==> src/rtl/lc3_program_loader.sv <==
// LC-3 program loader: receives a framed program image over a valid/ready
// byte stream, writes each word into memory through the special-input port,
// and keeps the processor held in reset until the frame checksum verifies.
module lc3_program_loader #(
    parameter bit          HOLD_AT_RESET = 1'b1,
    parameter int unsigned MAX_WORDS     = 16'hFFFF
) (
    input  logic        clk,
    input  logic        reset,
    input  logic        start,
    input  logic [7:0]  rx_data,
    input  logic        rx_valid,
    output logic        rx_ready,
    output logic [15:0] MARSpcIn,
    output logic [15:0] MDRSpcIn,
    output logic        ldMARSpcIn,
    output logic        cpu_hold,
    output logic        busy,
    output logic        done,
    output logic        error
);

    // state  | meaning
    // IDLE   | waiting for start after reset
    // ORG_HI | expecting origin high byte
    // ORG_LO | expecting origin low byte
    // CNT_HI | expecting word count high byte
    // CNT_LO | expecting word count low byte
    // DAT_HI | expecting data word high byte
    // DAT_LO | expecting data word low byte
    // WRITE  | one-cycle memory write strobe
    // CHK    | expecting checksum byte
    // DONE   | last load verified, CPU released
    // ERR    | last load failed, CPU held
    typedef enum logic [3:0] {
        IDLE, ORG_HI, ORG_LO, CNT_HI, CNT_LO, DAT_HI, DAT_LO, WRITE, CHK, DONE, ERR
    } loaderState;

    loaderState state, nextState;

    logic [15:0] origin;
    logic [15:0] count;
    logic [15:0] index;
    logic [7:0]  dataHi;
    logic [7:0]  sum;
    logic [7:0]  sumNext;
    logic [15:0] cntFull;
    logic [16:0] indexInc;
    logic        byteFire;
    logic        cntTooBig;

    assign byteFire  = rx_valid && rx_ready;
    assign sumNext   = sum + rx_data;
    // The low count byte is still on rx_data in CNT_LO, so decide on the full value now.
    assign cntFull   = {count[15:8], rx_data};
    assign cntTooBig = 32'(cntFull) > MAX_WORDS;
    assign indexInc  = {1'b0, index} + 17'd1;

    // State register.
    always_ff @(posedge clk or posedge reset) begin
        if (reset) state <= IDLE;
        else       state <= nextState;
    end

    // Next-state decode and byte-acceptance handshake.
    always_comb begin
        nextState = state;
        rx_ready  = 1'b0;
        case (state)
            IDLE, DONE, ERR: if (start) nextState = ORG_HI;
            ORG_HI: begin
                rx_ready = 1'b1;
                if (byteFire) nextState = ORG_LO;
            end
            ORG_LO: begin
                rx_ready = 1'b1;
                if (byteFire) nextState = CNT_HI;
            end
            CNT_HI: begin
                rx_ready = 1'b1;
                if (byteFire) nextState = CNT_LO;
            end
            CNT_LO: begin
                rx_ready = 1'b1;
                if (byteFire) begin
                    if (cntFull == 16'h0000) nextState = CHK;
                    else if (cntTooBig)      nextState = ERR;
                    else                     nextState = DAT_HI;
                end
            end
            DAT_HI: begin
                rx_ready = 1'b1;
                if (byteFire) nextState = DAT_LO;
            end
            DAT_LO: begin
                rx_ready = 1'b1;
                if (byteFire) nextState = WRITE;
            end
            WRITE: nextState = (indexInc < {1'b0, count}) ? DAT_HI : CHK;
            CHK: begin
                rx_ready = 1'b1;
                if (byteFire) nextState = (sumNext == 8'h00) ? DONE : ERR;
            end
            default: nextState = IDLE;
        endcase
    end

    // Frame datapath, write port and status flags.
    always_ff @(posedge clk or posedge reset) begin
        if (reset) begin
            origin     <= 16'h0000;
            count      <= 16'h0000;
            index      <= 16'h0000;
            dataHi     <= 8'h00;
            sum        <= 8'h00;
            MARSpcIn   <= 16'h0000;
            MDRSpcIn   <= 16'h0000;
            ldMARSpcIn <= 1'b0;
            busy       <= 1'b0;
            done       <= 1'b0;
            error      <= 1'b0;
            cpu_hold   <= HOLD_AT_RESET;
        end else begin
            // The strobe is high exactly while the FSM sits in WRITE.
            ldMARSpcIn <= (nextState == WRITE);
            if (byteFire) sum <= sumNext;
            case (state)
                IDLE, DONE, ERR: if (start) begin
                    done     <= 1'b0;
                    error    <= 1'b0;
                    busy     <= 1'b1;
                    cpu_hold <= 1'b1;
                    sum      <= 8'h00;
                    index    <= 16'h0000;
                end
                ORG_HI: if (byteFire) origin[15:8] <= rx_data;
                ORG_LO: if (byteFire) origin[7:0]  <= rx_data;
                CNT_HI: if (byteFire) count[15:8]  <= rx_data;
                CNT_LO: if (byteFire) begin
                    count[7:0] <= rx_data;
                    if (cntFull != 16'h0000 && cntTooBig) begin
                        error <= 1'b1;
                        busy  <= 1'b0;
                    end
                end
                DAT_HI: if (byteFire) dataHi <= rx_data;
                DAT_LO: if (byteFire) begin
                    MDRSpcIn <= {dataHi, rx_data};
                    MARSpcIn <= origin + index;
                end
                WRITE: index <= index + 16'd1;
                CHK: if (byteFire) begin
                    busy <= 1'b0;
                    if (sumNext == 8'h00) begin
                        done     <= 1'b1;
                        cpu_hold <= 1'b0;
                    end else begin
                        error <= 1'b1;
                    end
                end
                default: ;
            endcase
        end
    end

endmodule

==> config.mk <==
export PLATFORM = sky130hd
export DESIGN_NAME = lc3_program_loader
export DESIGN_NICKNAME = d
export VERILOG_FILES = /design/src/rtl/lc3_program_loader.sv
export SDC_FILE = /design/constraint.sdc
export NUM_CORES = 1
export LEC_CHECK = 0
export BUFFER_PORTS_ARGS = -buffer_cell sky130_fd_sc_hd__buf_4
export CORE_MARGIN = 3
export CORE_UTILIZATION = 60
export DETAILED_ROUTE_END_ITERATION = 6
export PLACE_DENSITY = 0.8
export SYNTH_ARGS = -nofsm -noshare
export SYNTH_HDL_FRONTEND = slang
export SYNTH_SLANG_ARGS = --single-unit
==> constraint.sdc <==
create_clock -name clk -period 5.01 [get_ports clk]
set_clock_uncertainty 0.1 [all_clocks]
set_input_delay 0.7515 -clock clk [delete_from_list [all_inputs] [get_ports clk]]
set_output_delay 0.7515 -clock clk [all_outputs]
set_load 0.05 [all_outputs]
# Yosys cells after proc, flatten, opt, wreduce, memory -nomap -nowiden
# Cells that the tools add are included.
# word_totals
reg_bits	105
inputBits	12
# classes
magnitude_cmp	1
add_sub_neg	4
eq_ne	15
reduce_logical	18
mux	31
# op_table
cell	n
2-to-1 mux 4 bit	10
one-hot mux 4 bit (9 select lines)	1
one-hot mux 16 bit (2 select lines)	1
2-to-1 mux 8 bit	3
== test 4 x 3 -> 1 bit (second input constant)	5
adder 16 x 1 -> 17 bit (second input constant)	1
less-than comparator 17 x 16 -> 1 bit	1
adder 16 x 1 -> 16 bit (second input constant)	1
adder 16 bit	1
logical NOT 16 bit	1
2-to-1 mux 16 bit	1
AND reduction 2 bit	7
== test 4 bit (second input constant)	3
2-to-1 mux 1 bit	10
adder 8 bit	1
== test 4 x 2 -> 1 bit (second input constant)	2
logical NOT 8 bit	1
!= test 2 bit (second input constant)	4
one-hot mux 1 bit (2 select lines)	4
AND reduction 4 bit	2
OR reduction 7 bit	1
== test 4 x 1 -> 1 bit (second input constant)	1
logical NOT 4 bit	1
nonzero test 2 bit	2
other kinds (4)	4

# Depth between registers and ports, before layout
# depth
ltp_word	7
ltp_mapped	12
mapped_depth_nobuf	12

# Least setup slack after synthesis
# OpenSTA, ideal clock, no wires.
# synth_timing
path_kind	register to register
from	register index[0]
to	register state[3]
setup_ns	0.121
arrival_ns	2.739
stages_incl_launch_ff	13
n_path_buf	0
period_less_slack_ns	2.961
path_slack_ns	2.049
path_cell_list	dfrtp_1 -> ha_1 -> nand2_1 -> or3_1 -> nor2_1 -> nand3_1 -> xnor2_1 -> ha_1 -> a21o_1 -> a21oi_1 -> o31ai_1 -> or2_2 -> o22a_1
# synth_between
elab_chain_len	4
# synth_rtl
element	line	source
from (decl)	43	logic [15:0] index;
from (signal assigned)	151	WRITE: index <= index + 16'd1;
adder 16 x 1 -> 17 bit	57	assign indexInc = {1'b0, index} + 17'd1;
less-than comparator 17 x 16 -> 1 bit	99	WRITE: nextState = (indexInc < {1'b0, count}) ? DAT_HI : CHK;
2-to-1 mux 4 bit	99	
one-hot mux 4 bit (9 select lines)	69	case (state)
named net nextState[3]	39	loaderState state, nextState;
to (signal assigned)	62	else state <= nextState;
to (decl)	39	
# The timed path passes the listed nets, and every way through them passes these cells.
# A chain may end at the register's enable or synchronous reset.

# Worst setup path after layout
# Same ends and word-level chain as after synthesis.

==> summary.txt <==
Status
  – Status: completed

Global route
  – M1 GR Usage: about 36%
  – GRT met3 Usage: just under 3%
  – Grt ovf: 0
  – Tot GR Track Use: around 27%
  – GR peak layer: met2
  – First-pass GRT wire length: 24,300 um
  – Met2 Track Usage GR: between 40% and 50%
  – Antenna violations before repair: 0
  – Largest net degree at the start of global routing: 75
  – Via count of the first global-routing pass: roughly 5.0k

Timing
  – Fmax: ~300 MHz
  – Fin crit share: between 60 and 70%
  – Max-slew violations: 0
  – Relative slew slack: 40.3%
  – Minimum clock period: approximately 3.3 ns
  – Post-Route Setup TNS: 0 ns
  – Setup violators final: 0
  – RSZ-0062 raised after global routing: false
  – Fin. Hold Viols: 0
  – Least-Margin Pin Slew: around 0.90 ns

Drt
  – 1st-iter DRT viols: roughly 300
  – DRT Pass-1 Iters: 6
  – Final ANT Viol Nets: 0
  – Routed vias/inst: a little over 6
  – Vias post-DR: approximately 5.0k
  – Residual DRC: 0
  – Routed WL per cell: around 18 um
  – WL final: between 10,000 and 15,000 um

Logic synthesis
  – Yosys warns: 0
  – Share of Yosys cell area claimed by the top area cell type: between 40 and 50%
  – Avg Synthesized Cell Area: approximately 9.5 um2
  – Post-synth top flop: dfrtp_1
  – Yosys top cell by area: dfrtp_1
  – Synthesized area: ~0.0061 mm2
  – Post-synthesis mux area share: under 10%
  – Simple-Gate Fraction of Synth Area: between 10% and 20%
  – XOR/XNOR share of the synthesized area: 4.77%
  – Number of synthesized flops with an enable pin: 0
  – Syn Inst Count: between 600 and 700
  – Post-synthesis sequential area ratio: 43.4%
  – Top post-synthesis cells by area: dfrtp_1 43%, ha_1 7.8%, nand2_1 6.8%, mux2_2 5.6%, o21ai_0 4.8%
  – Library cells used by synthesis: 64
  – FF+latch count, synth: 105
  – Synth Area in Compound Gates: 16.4%
  – Fraction of registers with async set/reset: 100%
  – Adder-cell share of the synthesized area: roughly 8.7%
  – Syn nets: between 600 and 700
  – Largest family of logic cells by synthesized area: compound AO/OA/AOI/OAI gates

Power and ir drop
  – Max VDD drop: between 300 and 400 uV
  – Pwr dens: roughly 620 mW/mm2
  – Static Leak: 3.32 nW

Clock tree
  – Hold Buf Count CTS: 0
  – Worst skew pair latency: between 0.3 and 0.4 ns
  – Clk slew on worst S/H paths: 0.10 ns
  – CTS Buffer Depth: 2
  – Post CTS Setup Buffer Count: 0
  – Sink Count: 105
  – CTS buffer count: 9
  – H-tree level count: 3
  – CTS tree: built
  – Post-cts sizing count: 0
  – Root buffer cell: clkbuf_8

Floorplan
  – Initial core utilization: between 60% and 70%
  – Die area: 0.0113 mm2
  – Num ports: 50
  – Core area: 0.00982 mm2
  – Die Width: between 100 and 150 um
  – Row count: 36
  – Die H: between 100 and 150 um

Placed design
  – DP Cell Count: around 800
  – GP Congestion: between 0.9 and 1
  – PortBufs: 49
  – Detailed Place HPWL: ~11,000 um

Critical path
  – Most used cell, CP: ha_1
  – CP max stage delay: approximately 0.44 ns
  – CP cell instances: ha_1, nand2_1, or3_1, nor2_1, nand3_1, xnor2_1, ha_1, a21o_1, a21oi_1, o31ai_1, or2_2, o22a_1
  – CP required: roughly 5.2 ns
  – Critical setup path kind: reg -> reg
  – Max FO, Critical Path: 6
  – Element type at the critical path end: register
  – Startpoint Class: register
  – Worst EP arrival: between 3 and 4 ns
  – Worst path slowest cell: dfrtp_1

Job
  – Max Cap Viol: 0

Layout
  – Filler Cell Count: 788
  – Final non-filler cell total: between 800 and 900
  – Final nets: approximately 730
  – Area delta synth->final: 11.2%
  – Layout cell share with drive strength beyond 1: between 15 and 20%
  – Antenna diode instance count: 0

Min path
  – Min-Delay Path Class: reg -> reg
routing by layer:
layer | up-vias | part of all wire, %
li1 | 2346 | -
met3 | 44 | 5.4
met4 | 0 | 3.9
met2 | 200 | 49
met5 | - | 0
met1 | 2458 | 42
worst max-delay path, delay by kind of cell, from the launching register on:
family          cells  cell delay (ns)
simple gates        5             1.30
fa+ha+maj           2             0.59
compound gates      4             0.64
xor+xnor            1             0.16
flops               1             0.44
layout make-up:
class | count | area, um2 | share of cell area, %
clock buffers | 10 | 138 | 2.04
clock inverters | 6 | 81.3 | 1.21
inverters | 35 | 134 | 1.98
multi-input cells | 476 | 3200 | 47.4
flip-flops and latches | 105 | 2630 | 39.0
well taps | 133 | 166 | 2.47
repair buffers | 53 | 398 | 5.90
synth_stat cells (4+ instances only):
master    count
nand2b_1      4
nand2_1     110
a21o_1       10
nor4_1        6
a31oi_1       7
dfrtp_1     104
nor3_1        6
nand4_1       5
a41oi_1       5
nor2b_1       5
xor2_1       18
nand3_1      15
o21ai_0      58
and3_1        6
mux2_2       30
ha_1         38
buf_2         8
o31ai_1      13
clkbuf_1     16
nor2_1       33
a21oi_1      25
mux2i_1       6
xnor2_1      15
o211ai_1      4
inv_1        34
stage by stage:
stage	hold slack [ns]	worst slack (ns)	utilization, %	power [mW]	area [um2]
2_1_floorplan	0.335	1.40	-	3.01	6060
3_5_place_dp	0.356	1.75	66.5	3.59	6530
5_1_grt	0.409	1.52	68.7	4.45	6750
6_report	0.386	1.68	68.7	4.16	6750
4_1_cts	0.384	1.71	68.7	4.16	6750
3_3_place_gp	0.344	1.80	66.5	3.50	6530
cells by family after synthesis:
logic type / count (synthesis)
compound gates: 154
buf+inv: 60
flops: 105
xor+xnor: 33
simple gates: 212
mux: 36
fa+ha+maj: 41
where the power goes:
group / switching [mW] / internal, mW / total, mW
Combinational: 1.35 / 0.792 / 2.14
Clock: 0.314 / 0.258 / 0.572
Sequential: 0.257 / 1.19 / 1.45
Total: 1.92 / 2.24 / 4.16
sequential cells by signal, indices dropped and copies added, names as in the netlist:
name        cells
cpu_hold        1
ldMARSpcIn      1
MDRSpcIn       16
sum             8
MARSpcIn       16
origin         16
done            1
error           1
index          16
busy            1
state           4
count          16
dataHi          8
worst paths after layout:
| check | startpoint | to | slack [ns] | depth (start not counted) |
|---|---|---|---|---|
| worst max register to register | index[0] | state[3] | 1.68 | 12 |
| worst max-delay path | index[0] | state[3] | 1.68 | 12 |
| min in group asynchronous | reset | origin[4] | 0.48 | 2 |
| max in group asynchronous | reset | count[1] | 3.40 | 3 |
| worst min-delay path | MARSpcIn[5] | MARSpcIn[5] | 0.39 | 2 |
| worst min register to register | MARSpcIn[5] | MARSpcIn[5] | 0.39 | 2 |
layout by cell type, fill, tap and decap left out, types with 7 or more instances in the layout:
cell type  netlist  routed
nand2_1        110     110
o31ai_1         13      13
xor2_1          18      18
dfrtp_1        104     104
inv_1           34      33
a31oi_1          7       7
a21o_1          10      10
buf_4            0      53
xnor2_1         15      15
nand3_1         15      15
clkbuf_8         0      10
mux2_2          30      30
nor2_1          33      33
o21ai_0         58      58
a21oi_1         25      25
ha_1            38      38
Note: power is estimated with default switching activity, not from simulation.
